===== src/rtl/fir_shift_add_mult_pkg.sv =====
`default_nettype none
// ============================================================================
// Module      : fir_shift_add_mult_pkg
// Description : Shared definitions for the FIR tap shift-and-add multiplier.
//               Holds the default datapath width and the sequencer state
//               encoding used by the top level.
// Revision    : 1.0 - initial release
// ============================================================================
package fir_shift_add_mult_pkg;

  // Default operand width for the tap datapath.
  localparam int FIR_DW = 8;

  // Sequencer states. The spare code 2'd3 is never entered; if it ever
  // appears, the next-state logic steers it back to ST_IDLE.
  typedef enum logic [1:0] {
    ST_IDLE = 2'd0,
    ST_CALC = 2'd1,
    ST_DONE = 2'd2
  } state_t;

endpackage : fir_shift_add_mult_pkg
`default_nettype wire


===== src/rtl/fir_shift_add_mult_if.sv =====
`default_nettype none
// ============================================================================
// Module      : fir_shift_add_mult_if
// Description : Valid/ready operand and product bundle for the multiplier.
//   in_valid  : operand pair on a/b is valid        (master -> slave)
//   in_ready  : multiplier can accept a pair        (slave  -> master)
//   a, b      : multiplicand / multiplier, unsigned (master -> slave)
//   out_valid : product is valid                    (slave  -> master)
//   out_ready : downstream accepts the product      (master -> slave)
//   product   : a*b, 2*WIDTH bits, unsigned         (slave  -> master)
// Revision    : 1.0 - initial release
// ============================================================================
interface fir_shift_add_mult_if
  import fir_shift_add_mult_pkg::*;
#(
  parameter int WIDTH = FIR_DW
);

  logic               in_valid;
  logic               in_ready;
  logic [WIDTH-1:0]   a;
  logic [WIDTH-1:0]   b;
  logic               out_valid;
  logic               out_ready;
  logic [2*WIDTH-1:0] product;

  modport master (
    output in_valid, a, b, out_ready,
    input  in_ready, out_valid, product
  );

  modport slave (
    input  in_valid, a, b, out_ready,
    output in_ready, out_valid, product
  );

endinterface : fir_shift_add_mult_if
`default_nettype wire


===== src/rtl/fir_shift_add_mult_rca_w.sv =====
`default_nettype none
// ============================================================================
// Module      : fir_shift_add_mult_rca_w
// Description : WIDTH-bit ripple-carry adder built from full-adder cells.
//   x, y : addends
//   cin  : carry in
//   sum  : WIDTH-bit sum
//   cout : carry out of the MSB cell
// Revision    : 1.0 - initial release
// ============================================================================
module fir_shift_add_mult_rca_w #(
  parameter int WIDTH = 8
) (
  input  logic [WIDTH-1:0] x,
  input  logic [WIDTH-1:0] y,
  input  logic             cin,
  output logic [WIDTH-1:0] sum,
  output logic             cout
);

  logic [WIDTH:0] w_carry;

  assign w_carry[0] = cin;

  for (genvar i = 0; i < WIDTH; i++) begin : g_fa
    assign sum[i]       = x[i] ^ y[i] ^ w_carry[i];
    assign w_carry[i+1] = (x[i] & y[i]) | (w_carry[i] & (x[i] ^ y[i]));
  end

  assign cout = w_carry[WIDTH];

endmodule : fir_shift_add_mult_rca_w
`default_nettype wire


===== src/rtl/fir_shift_add_mult.sv =====
`default_nettype none
// ============================================================================
// Module      : fir_shift_add_mult
// Description : Sequential shift-and-add unsigned multiplier. One partial
//               product is folded in per clock using a single WIDTH-bit
//               ripple-carry adder; the result appears WIDTH edges after the
//               operands are accepted.
//   clk  : rising-edge clock
//   rst  : asynchronous active-high reset
//   bus  : slave side of the valid/ready operand/product bundle
// Revision    : 1.0 - initial release
// ============================================================================
module fir_shift_add_mult
  import fir_shift_add_mult_pkg::*;
#(
  parameter int WIDTH = FIR_DW,
  parameter int CNT_W = 4
) (
  input  logic                  clk,
  input  logic                  rst,
  fir_shift_add_mult_if.slave   bus
);

  localparam logic [CNT_W-1:0] c_last_step = CNT_W'(WIDTH - 1);

  state_t             r_state;
  state_t             w_state_nxt;
  logic [WIDTH-1:0]   r_mcand;
  logic [WIDTH-1:0]   r_mul;
  logic [WIDTH-1:0]   r_acc;
  logic [CNT_W-1:0]   r_cnt;
  logic [2*WIDTH-1:0] r_product;

  logic [WIDTH-1:0]   w_addend;
  logic [WIDTH-1:0]   w_sum;
  logic               w_cout;

  assign w_addend = r_mul[0] ? r_mcand : '0;

  fir_shift_add_mult_rca_w #(
    .WIDTH (WIDTH)
  ) u_rca (
    .x    (r_acc),
    .y    (w_addend),
    .cin  (1'b0),
    .sum  (w_sum),
    .cout (w_cout)
  );

  // State register
  always_ff @(posedge clk or posedge rst) begin
    if (rst) begin
      r_state <= ST_IDLE;
    end else begin
      r_state <= w_state_nxt;
    end
  end

  // Next-state decode
  always_comb begin
    w_state_nxt = r_state;
    case (r_state)
      ST_IDLE: if (bus.in_valid)            w_state_nxt = ST_CALC;
      ST_CALC: if (r_cnt == c_last_step)    w_state_nxt = ST_DONE;
      ST_DONE: if (bus.out_ready)           w_state_nxt = ST_IDLE;
      default:                              w_state_nxt = ST_IDLE;
    endcase
  end

  // Datapath: {acc,mul} is one 2*WIDTH shift register. Each CALC step adds
  // the multiplicand into the upper half when the current multiplier LSB is
  // set, then shifts right by one with the adder carry entering at the top.
  always_ff @(posedge clk or posedge rst) begin
    if (rst) begin
      r_mcand   <= '0;
      r_mul     <= '0;
      r_acc     <= '0;
      r_cnt     <= '0;
      r_product <= '0;
    end else begin
      case (r_state)
        ST_IDLE: begin
          if (bus.in_valid) begin
            r_mcand <= bus.a;
            r_mul   <= bus.b;
            r_acc   <= '0;
            r_cnt   <= '0;
          end
        end
        ST_CALC: begin
          r_acc <= {w_cout, w_sum[WIDTH-1:1]};
          r_mul <= {w_sum[0], r_mul[WIDTH-1:1]};
          r_cnt <= r_cnt + CNT_W'(1);
          // Capture the final shifted value into a separate register so
          // the product survives the next accept clearing acc/mul.
          if (r_cnt == c_last_step) begin
            r_product <= {w_cout, w_sum, r_mul[WIDTH-1:1]};
          end
        end
        default: ;
      endcase
    end
  end

  assign bus.in_ready  = (r_state == ST_IDLE);
  assign bus.out_valid = (r_state == ST_DONE);
  assign bus.product   = r_product;

endmodule : fir_shift_add_mult
`default_nettype wire


===== src/flat_wrapper.sv =====
// flat-port wrapper written by rule: the top's interface ports become plain ports
module fir_shift_add_mult_flat import fir_shift_add_mult_pkg::*;
#(
  parameter int WIDTH = FIR_DW,
  parameter int CNT_W = 4
)
  (clk, rst, bus_in_valid, bus_a, bus_b, bus_out_ready, bus_in_ready, bus_out_valid, bus_product);
  fir_shift_add_mult_if #(.WIDTH(WIDTH)) bus_i ();
  input  logic clk;
  input  logic rst;
  input wire logic [$bits(bus_i.in_valid)-1:0] bus_in_valid;
  input wire logic [$bits(bus_i.a)-1:0] bus_a;
  input wire logic [$bits(bus_i.b)-1:0] bus_b;
  input wire logic [$bits(bus_i.out_ready)-1:0] bus_out_ready;
  output wire logic [$bits(bus_i.in_ready)-1:0] bus_in_ready;
  output wire logic [$bits(bus_i.out_valid)-1:0] bus_out_valid;
  output wire logic [$bits(bus_i.product)-1:0] bus_product;
  assign bus_i.in_valid = bus_in_valid;
  assign bus_i.a = bus_a;
  assign bus_i.b = bus_b;
  assign bus_i.out_ready = bus_out_ready;
  assign bus_in_ready = bus_i.in_ready;
  assign bus_out_valid = bus_i.out_valid;
  assign bus_product = bus_i.product;
  fir_shift_add_mult #(.WIDTH(WIDTH), .CNT_W(CNT_W)) u_core (.clk(clk), .rst(rst), .bus(bus_i));
endmodule

===== config.mk =====
export PLATFORM = sky130hd
export DESIGN_NAME = fir_shift_add_mult_flat
export DESIGN_NICKNAME = d
export VERILOG_FILES = /design/src/rtl/fir_shift_add_mult_pkg.sv /design/src/rtl/fir_shift_add_mult_if.sv /design/src/rtl/fir_shift_add_mult_rca_w.sv /design/src/rtl/fir_shift_add_mult.sv /design/src/flat_wrapper.sv
export SDC_FILE = /design/constraint.sdc
export NUM_CORES = 1
export LEC_CHECK = 0
export BUFFER_PORTS_ARGS = -buffer_cell sky130_fd_sc_hd__buf_2
export CORE_MARGIN = 5
export CORE_UTILIZATION = 54
export DETAILED_ROUTE_END_ITERATION = 10
export PLACE_DENSITY = 0.78
export SLEW_MARGIN = 20
export SYNTH_ARGS = -nofsm -noshare
export SYNTH_HDL_FRONTEND = slang
export SYNTH_SLANG_ARGS = --single-unit

===== constraint.sdc =====
create_clock -name clk -period 4.4 [get_ports clk]
set_input_delay 0.66 -clock clk [delete_from_list [all_inputs] [get_ports clk]]
set_output_delay 0.66 -clock clk [all_outputs]
set_load 0.005 [all_outputs]

==> impl_metrics.ini, run 1 <==
[status]
status = completed

[route]
routed_via_density = 5.337
routed_wl_microns = 4037
wl_per_cell_microns = 14.63
drtPass1Iterations = 6
vias = 1473
drtIter0Drc = 65
ant_nets = 0
drc = 0

[placement]
hpwl_microns = 2720
dp_cells = 269
dp_slack_ns = 0.5094
port_buffers = 37
gp_congestion = 0.7306

[synth]
synth_area_sq_um = 2076
ys_warn_count = 0
synth_top_cell_area_share = 0.5546
avgSynthCellArea_sq_um = 10.64
ys_seq_elements = 46
synth_top_area_cell = dfrtp_1
syn_nets = 224
netlist_instances = 195
synth_seq_area_share = 0.5546
synth_cell_types = 28
ys_top_cells_by_area = dfrtp_1 55%, fa_1 6.8%, nand2_1 6.1%

[timing]
rsz0062_at_grt = false
max_freq_mhz = 258.4
hold_violations = 0
finalSetupTns_ns = 0
final.period_utilization = 0.8797
worst_pin_slew_ns = 1.034
finalSetupViolations = 0
period_minus_slack_ns = 3.871
fin_skew_ns = 0.003860
maxSlewHeadroom = 0.3107
timing.final.ws_setup_ns = 0.5295
drv_slew = 0

[floorplanning]
die-height_microns = 72
num_rows = 22
coreArea_sq_um = 3689
die_x_microns = 72
dieArea_sq_um = 5184
io_pins = 38
initial_utilization = 0.5628

[grt]
antenna_found_initial = 0
grt_first_pass_wirelength_microns = 6893
grtUsageTotal = 0.1726
grt_max_degree = 47
grt_pass1_vias = 1470
globalRouteOverflowTotal = 0

[cts]
cts_tree = built
cts-buffers-inserted = 5
cts_num_sinks = 46
cts.repair.resized = 0
htreeDepth = 2
cts_root_buffer = clkbuf_8
holdBufCountCts = 0
path_clk_slew_ns = 0.08
clkLatencyLatePin_ns = 0.30
cts_setup_buffers = 0
cts.path.max_buffers = 2

[hold_path]
hold_path_class = reg2reg

[worst_setup_path]
critPathSlowestCell = fa_1
crit_type = reg2reg
worstPathCellList = and2_1 > ha_1 > inv_1 > fa_1 > fa_1 > fa_1 > fa_1 > fa_1 > fa_1 > fa_1 > o21ai_0
crit_required_ns = 4.55
crit_buf_inv = 1
max_stage_delay_ns = 0.51
crit_arrival_ns = 4.02
endpoint_kind = register
crit_family = adder cells
cpMostUsedCell = fa_1
start_kind = register
crit_fanout = 9

[finish]
num_antenna_cells = 0
final_core_util = 0.6340
areaGrowthSynthToFinish_pct = 12.66
fillers = 321
layout-drive-gt1-share = 0.2412
stdcell_count = 276
finalNetCount = 257

[run]
cap_violations = 0

[power]
leakagePower_nw = 1.096
power_density_nw_per_um2 = 742.7
p_total_mw = 1.737
peakVddDrop_v = 0.0003209
==> layer usage <==
layer,track usage,vias up,wire [microns]
met5,0,-,0
li1,-,714,-
met2,0.2653,40,1908
met1,0.2374,710,1868
met3,0.02909,9,163
met4,0.08768,0,96
==> placed cells by master, fill, tap and decap left out <==
| master | count |
|---|---|
| dfrtp_1 | 46 |
| mux2_2 | 7 |
| inv_1 | 10 |
| mux2_4 | 1 |
| nor3_1 | 8 |
| clkinv_1 | 1 |
| nor2b_1 | 2 |
| a21o_1 | 2 |
| nor2_1 | 9 |
| o21ai_0 | 10 |
| nor3b_1 | 1 |
| buf_2 | 37 |
| and2_1 | 1 |
| clkbuf_8 | 5 |
| fa_1 | 7 |
| mux2i_1 | 3 |
| buf_4 | 2 |
| or3b_2 | 1 |
| nand2_1 | 34 |
| and2_4 | 1 |
| nand4_1 | 1 |
| clkbuf_1 | 2 |
| nor3b_4 | 1 |
| nand3_1 | 10 |
| and3b_1 | 1 |
| nand2b_1 | 1 |
| ha_1 | 2 |
| a21oi_1 | 14 |
| o22ai_1 | 8 |
==> metrics by stage <==
step                instance area (sq um)  hold WS (ns)
finish                               2338        0.4840
global placement                     2256        0.4547
CTS                                  2332        0.4844
detailed placement                   2256        0.4655
floorplan                            2076        0.4374
global route                         2338        0.5004
==> area by class of cell <==
type | instances | area [sq um] | share of cell area
flip-flops and latches | 46 | 1151 | 0.4922
multi-input cells | 125 | 809.5 | 0.3462
repair buffers | 39 | 200.2 | 0.08561
clock buffers | 7 | 76.32 | 0.03264
well taps | 48 | 60.06 | 0.02568
inverters | 11 | 41.29 | 0.01766
==> cell families after synthesis <==
| family | Yosys count | share of synthesized area |
|---|---|---|
| fa+ha+maj | 9 | 0.07956 |
| compound gates | 34 | 0.08921 |
| simple gates | 71 | 0.1585 |
| buf+inv | 24 | 0.05847 |
| mux | 11 | 0.05968 |
| flops | 46 | 0.5545 |
==> registers in the layout, indices dropped and copies added (netlist names) <==
register            cells
u_core.r_state          2
u_core.r_acc            8
u_core.r_cnt            4
u_core.bus.product     16
u_core.r_mcand          8
u_core.r_mul            8
==> cell usage after synthesis (all sizes together) <==
library cell / number
nor3b: 2
nor2b: 2
nand2: 34
and3b: 1
or3b: 1
clkbuf: 5
and2: 2
inv: 11
nor3: 8
mux2i: 3
dfrtp: 46
nand3: 10
o21ai: 10
nor2: 9
ha: 2
o22ai: 8
nand2b: 1
fa: 7
a21o: 2
mux2: 8
a21oi: 14
buf: 8
nand4: 1
==> power by group <==
| part | internal [mW] | switching (mW) | leakage (nW) |
|---|---|---|---|
| clock network | 0.109 | 0.131 | 0.0383 |
| logic | 0.326 | 0.402 | 0.506 |
| registers | 0.633 | 0.135 | 0.551 |
| total | 1.07 | 0.668 | 1.10 |
==> worst reg2reg max path: stages, from the launching register on <==
cell     delay (ns)
dfrtp_1        0.46
and2_1         0.16
ha_1           0.13
inv_1          0.05
fa_1           0.38
fa_1           0.39
fa_1           0.39
fa_1           0.38
fa_1           0.40
fa_1           0.40
fa_1           0.51
o21ai_0        0.08
==> final timing paths <==
path                                                     from  slack (ns)  cells after the start                                end
worst max register to register    u_core.r_mul[0]$_DFFE_PP0P_        0.53                     11        u_core.r_acc[6]$_DFFE_PP0P_
worst max-delay path              u_core.r_mul[0]$_DFFE_PP0P_        0.53                     11        u_core.r_acc[6]$_DFFE_PP0P_
worst min register to register  u_core.r_mcand[5]$_DFFE_PP0P_        0.48                      2      u_core.r_mcand[5]$_DFFE_PP0P_
min in group asynchronous                                 rst        0.50                      3  u_core.bus.product[5]$_DFFE_PP0P_
max in group asynchronous                                 rst        3.53                      3  u_core.bus.product[2]$_DFFE_PP0P_
worst min-delay path            u_core.r_mcand[5]$_DFFE_PP0P_        0.48                      2      u_core.r_mcand[5]$_DFFE_PP0P_
Note: power is estimated with default switching activity, not from simulation.
==> inputs of run 2 (changes only) <==
BUFFER_PORTS_ARGS = -buffer_cell sky130_fd_sc_hd__buf_4   (was -buffer_cell sky130_fd_sc_hd__buf_2)
==> run 2 against run 1 <==
Compared with the run above:
- final cell count up 0.36%
- global-route usage rose by 0.38 points
- wire length down 2.4%
- via count is essentially flat
- combinational power increased by 6.3%
- die area is the same
- register-to-register slack barely moved
- total power up 3.5%
- clock power increased by 6%
- cell area is 4.5% higher
- critical endpoint unchanged
==> impl_metrics.ini, run 2 (synthesized netlist as in run 1, its figures left out) <==
[finish]
multi_input_area_sq_um = 809.5
final_core_util = 0.6628
layout-drive-gt1-share = 0.2533
num_antenna_cells = 0
largest_reg_flops = 16
mostFrequentLayoutCells = 46 x dfrtp_1, 39 x buf_4, 34 x nand2_1
finalNetCount = 257
final-seq-area_sq_um = 1151
final_common_cell = dfrtp_1
fillers = 309
final_area_sq_um = 2445
areaGrowthSynthToFinish_pct = 17.78

[placement]
hpwl_microns = 2706
postPlaceCellArea_sq_um = 2349
port_buffers = 37
gp_congestion = 0.7604
dp_slack_ns = 0.5201

[cts]
cts.path.max_buffers = 2
holdBufCountCts = 0
cts_root_buffer = clkbuf_8
cts.repair.resized = 0
cts_tree = built
path_clk_slew_ns = 0.09
htreeDepth = 2
clkLatencyLatePin_ns = 0.30
cts-buffers-inserted = 5
cts_num_sinks = 46
cts_setup_buffers = 0

[floorplanning]
dieArea_sq_um = 5184
die_x_microns = 72
die-height_microns = 72
initial_utilization = 0.5628
coreArea_sq_um = 3689
num_rows = 22
io_pins = 38

[timing]
final.period_utilization = 0.8807
rsz0062_at_grt = false
fin_skew_ns = 0.01260
finalSetupViolations = 0
max_freq_mhz = 258.1
worst_pin_slew_ns = 1.034
drv_slew = 0
finalHoldWorstSlack_ns = 0.4757
maxSlewHeadroom = 0.3106
hold_violations = 0
period_minus_slack_ns = 3.875
finalSetupTns_ns = 0
timing.final.ws_setup_ns = 0.5250

[route]
drtIter0Drc = 110
routed_wl_microns = 3939
drtPass1Iterations = 4
wl_per_cell_microns = 14.22
routed_via_density = 5.321
vias = 1474
drc = 0
ant_nets = 0

[hold_path]
hold_path_class = reg2reg

[power]
peakVddDrop_v = 0.0003837
leakagePower_nw = 1.132
power_density_nw_per_um2 = 735.3

[worst_setup_path]
endpoint_kind = register
cpMostUsedCell = fa_1
crit_required_ns = 4.54
crit_fanout = 9
rrSetupSlack_ns = 0.52
max_stage_delay_ns = 0.51
critPathSlowestCell = fa_1
worstPathCellList = and2_1 > ha_1 > inv_1 > fa_1 > fa_1 > fa_1 > fa_1 > fa_1 > fa_1 > fa_1 > o21ai_0
crit_type = reg2reg
start_kind = register
crit_arrival_ns = 4.02

[run]
cap_violations = 0

[grt]
grt_first_pass_wirelength_microns = 7141
globalRouteOverflowTotal = 0
grt_pass1_vias = 1503
grtUsageTotal = 0.1763
antenna_found_initial = 0
grt_max_degree = 47

[status]
status = completed
==> run 2: changes by cell type in the layout (fill, tap and decap cells not counted) <==
cell        change
clkinvlp_4      +1
clkbuf_1        -2
buf_2          -37
clkinv_2        +1
buf_4          +37
clkinv_4        +1
==> run 2: worst paths after layout <==
kind	endpoint	startpoint	cells after the start
hold / removal	u_core.r_cnt[3]$_DFFE_PP0P_	u_core.r_cnt[3]$_DFFE_PP0P_	1
min in group asynchronous	u_core.r_cnt[0]$_DFFE_PP0P_	rst	3
setup reg to reg	u_core.r_acc[6]$_DFFE_PP0P_	u_core.r_mul[0]$_DFFE_PP0P_	11
max in group asynchronous	u_core.r_mcand[6]$_DFFE_PP0P_	rst	3
setup / recovery	u_core.r_acc[6]$_DFFE_PP0P_	u_core.r_mul[0]$_DFFE_PP0P_	11
hold reg to reg	u_core.r_cnt[3]$_DFFE_PP0P_	u_core.r_cnt[3]$_DFFE_PP0P_	1
==> run 2: final cells by class <==
cell class,instances,area share
Clock buffer,5,0.02815
Inverter,11,0.01689
Timing Repair Buffer,39,0.1198
Multi-Input combinational cell,125,0.3311
Clock inverter,3,0.008700
Sequential cell,46,0.4708
Tap cell,48,0.02457
==> run 2: power breakdown <==
part	internal (mW)	leakage, nW	switching, mW
registers	0.633	0.551	0.136
logic	0.372	0.537	0.402
clock network	0.112	0.0441	0.143
total	1.12	1.13	0.681
==> run 2: critical path: cells and delay by family (launching register included) <==
kind	cells	cell delay (ns)
simple gates	1	0.16
compound gates	1	0.08
flops	1	0.46
buf+inv	1	0.04
fa+ha+maj	8	2.97
==> run 2: metrics by stage <==
stage	instances	power (mW)
finish	277	1.798
global route	277	1.976
CTS	277	1.814
detailed placement	269	1.555
global placement	269	1.518
floorplan	195	1.285
==> run 2: metal layers <==
| metal | GRT usage | part of all wire | up-vias |
|---|---|---|---|
| li1 | - | - | 718 |
| met1 | 0.2495 | 0.47 | 723 |
| met2 | 0.2684 | 0.48 | 31 |
| met3 | 0.04017 | 0.044 | 2 |
| met4 | 0.06263 | 0.0069 | 0 |
| met5 | 0 | 0 | - |
==> inputs of run 3 (changes only) <==
CORE_MARGIN = 2   (was 5)
==> run 3 against run 2 <==
Compared with the run above:
- sequential share of layout area about the same
- core utilization about the same
- clock-buffer cell count up 2
- combinational power barely moved
- wire length fell by 1.7%
- sequential power about the same
- die area decreased by 16%
- total power grew 0.47%
- via count rose by 1.0%
- final cell count did not move
- critical path depth did not move
- largest cell class unchanged
==> impl_metrics.ini, run 3 (synthesized netlist as in run 1, its figures left out) <==
[status]
status = completed

[floorplanning]
dieArea_sq_um = 4356
io_pins = 38
die-height_microns = 66
num_rows = 22
coreArea_sq_um = 3689
initial_utilization = 0.5628
die_x_microns = 66

[grt]
globalRouteOverflowTotal = 0
grt_max_degree = 47
antenna_found_initial = 0
grt_first_pass_wirelength_microns = 6734
grtUsageTotal = 0.2087
grt_pass1_vias = 1437

[power]
leakagePower_nw = 1.136
power_density_nw_per_um2 = 738.4
peakVddDrop_v = 0.0003349

[cts]
cts_tree = built
htreeDepth = 2
cts.path.max_buffers = 2
cts-buffers-inserted = 5
clkLatencyLatePin_ns = 0.29
cts_root_buffer = clkbuf_8
cts_setup_buffers = 0
cts_num_sinks = 46
cts.repair.resized = 0
holdBufCountCts = 0
path_clk_slew_ns = 0.08

[worst_setup_path]
cpMostUsedCell = fa_1
start_kind = register
endpoint_kind = register
crit_required_ns = 4.54
crit_family = adder cells
worstPathCellList = and2_1 > ha_1 > inv_1 > fa_1 > fa_1 > fa_1 > fa_1 > fa_1 > fa_1 > fa_1 > o21ai_0
max_stage_delay_ns = 0.52
crit_type = reg2reg
crit_buf_inv = 1
critPathSlowestCell = fa_1
crit_arrival_ns = 4.03
crit_fanout = 9

[timing]
fin_skew_ns = 0.004568
timing.final.ws_setup_ns = 0.5101
finalSetupViolations = 0
drv_slew = 0
rsz0062_at_grt = false
period_minus_slack_ns = 3.890
finalSetupTns_ns = 0
max_freq_mhz = 257.1
hold_violations = 0
worst_pin_slew_ns = 1.044
final.period_utilization = 0.8841
maxSlewHeadroom = 0.3043

[route]
drtPass1Iterations = 4
ant_nets = 0
routed_via_density = 5.375
drtIter0Drc = 102
vias = 1489
wl_per_cell_microns = 13.99
drc = 0
routed_wl_microns = 3874

[placement]
dp_slack_ns = 0.4996
port_buffers = 37
gp_congestion = 0.7197
hpwl_microns = 2620

[finish]
areaGrowthSynthToFinish_pct = 17.84
largest_reg_flops = 16
mostFrequentLayoutCells = 46 x dfrtp_1, 39 x buf_4, 34 x nand2_1
finalNetCount = 257
final_common_cell = dfrtp_1
final_core_util = 0.6632
num_antenna_cells = 0
layout-drive-gt1-share = 0.2489

[run]
cap_violations = 0

[hold_path]
hold_path_class = reg2reg
[run 3: changes by cell type in the layout (fill, tap and decap cells not counted), sizes merged]
cell      previous run  this run
clkinv               3         2
clkinvlp             1         0
clkbuf               5         7
[run 3: stage by stage]
stage	hold WS [ns]	instance area [sq um]	std cells	power, mW
final	0.4798	2446	277	1.806
after global routing	0.5045	2446	277	1.976
after CTS	0.4822	2440	277	1.814
after detailed placement	0.4635	2349	269	1.556
after global placement	0.4529	2349	269	1.516
after floorplan	0.4374	2076	195	1.285
[run 3: metal layers]
layer / global-route usage / share of wire
met1: 0.2942 / 0.47
met5: 0 / 0
met2: 0.3106 / 0.47
met4: 0.1071 / 0.020
met3: 0.03918 / 0.044
[run 3: worst register-to-register path, delay by kind of cell (launching register included)]
kind	cells	cell delay (ns)
flops	1	0.47
simple gates	1	0.16
buf+inv	1	0.04
compound gates	1	0.09
fa+ha+maj	8	2.97
[run 3: final cells by class]
class	instances	area, sq um
Fill cell	315	1242
Sequential cell	46	1151
Multi-Input combinational cell	125	809.5
Timing Repair Buffer	39	292.8
Clock buffer	7	86.33
Tap cell	48	60.06
Inverter	11	41.29
Clock inverter	1	5.005
[run 3: path summary, 6_finish.rpt]
path / start / endpoint / slack [ns] / cells after the start
max: u_core.r_mul[0]$_DFFE_PP0P_ / u_core.r_acc[6]$_DFFE_PP0P_ / 0.51 / 11
min: u_core.r_mcand[0]$_DFFE_PP0P_ / u_core.r_mcand[0]$_DFFE_PP0P_ / 0.48 / 2
max reg2reg: u_core.r_mul[0]$_DFFE_PP0P_ / u_core.r_acc[6]$_DFFE_PP0P_ / 0.51 / 11
min reg2reg: u_core.r_mcand[0]$_DFFE_PP0P_ / u_core.r_mcand[0]$_DFFE_PP0P_ / 0.48 / 2
max in group asynchronous: rst / u_core.bus.product[14]$_DFFE_PP0P_ / 3.52 / 3
min in group asynchronous: rst / u_core.bus.product[5]$_DFFE_PP0P_ / 0.51 / 3
[run 3: power breakdown]
group,internal (mW),total [mW],switching [mW],leakage (nW)
Clock,0.127,0.260,0.133,0.0482
Combinational,0.371,0.774,0.403,0.537
Sequential,0.633,0.772,0.138,0.551
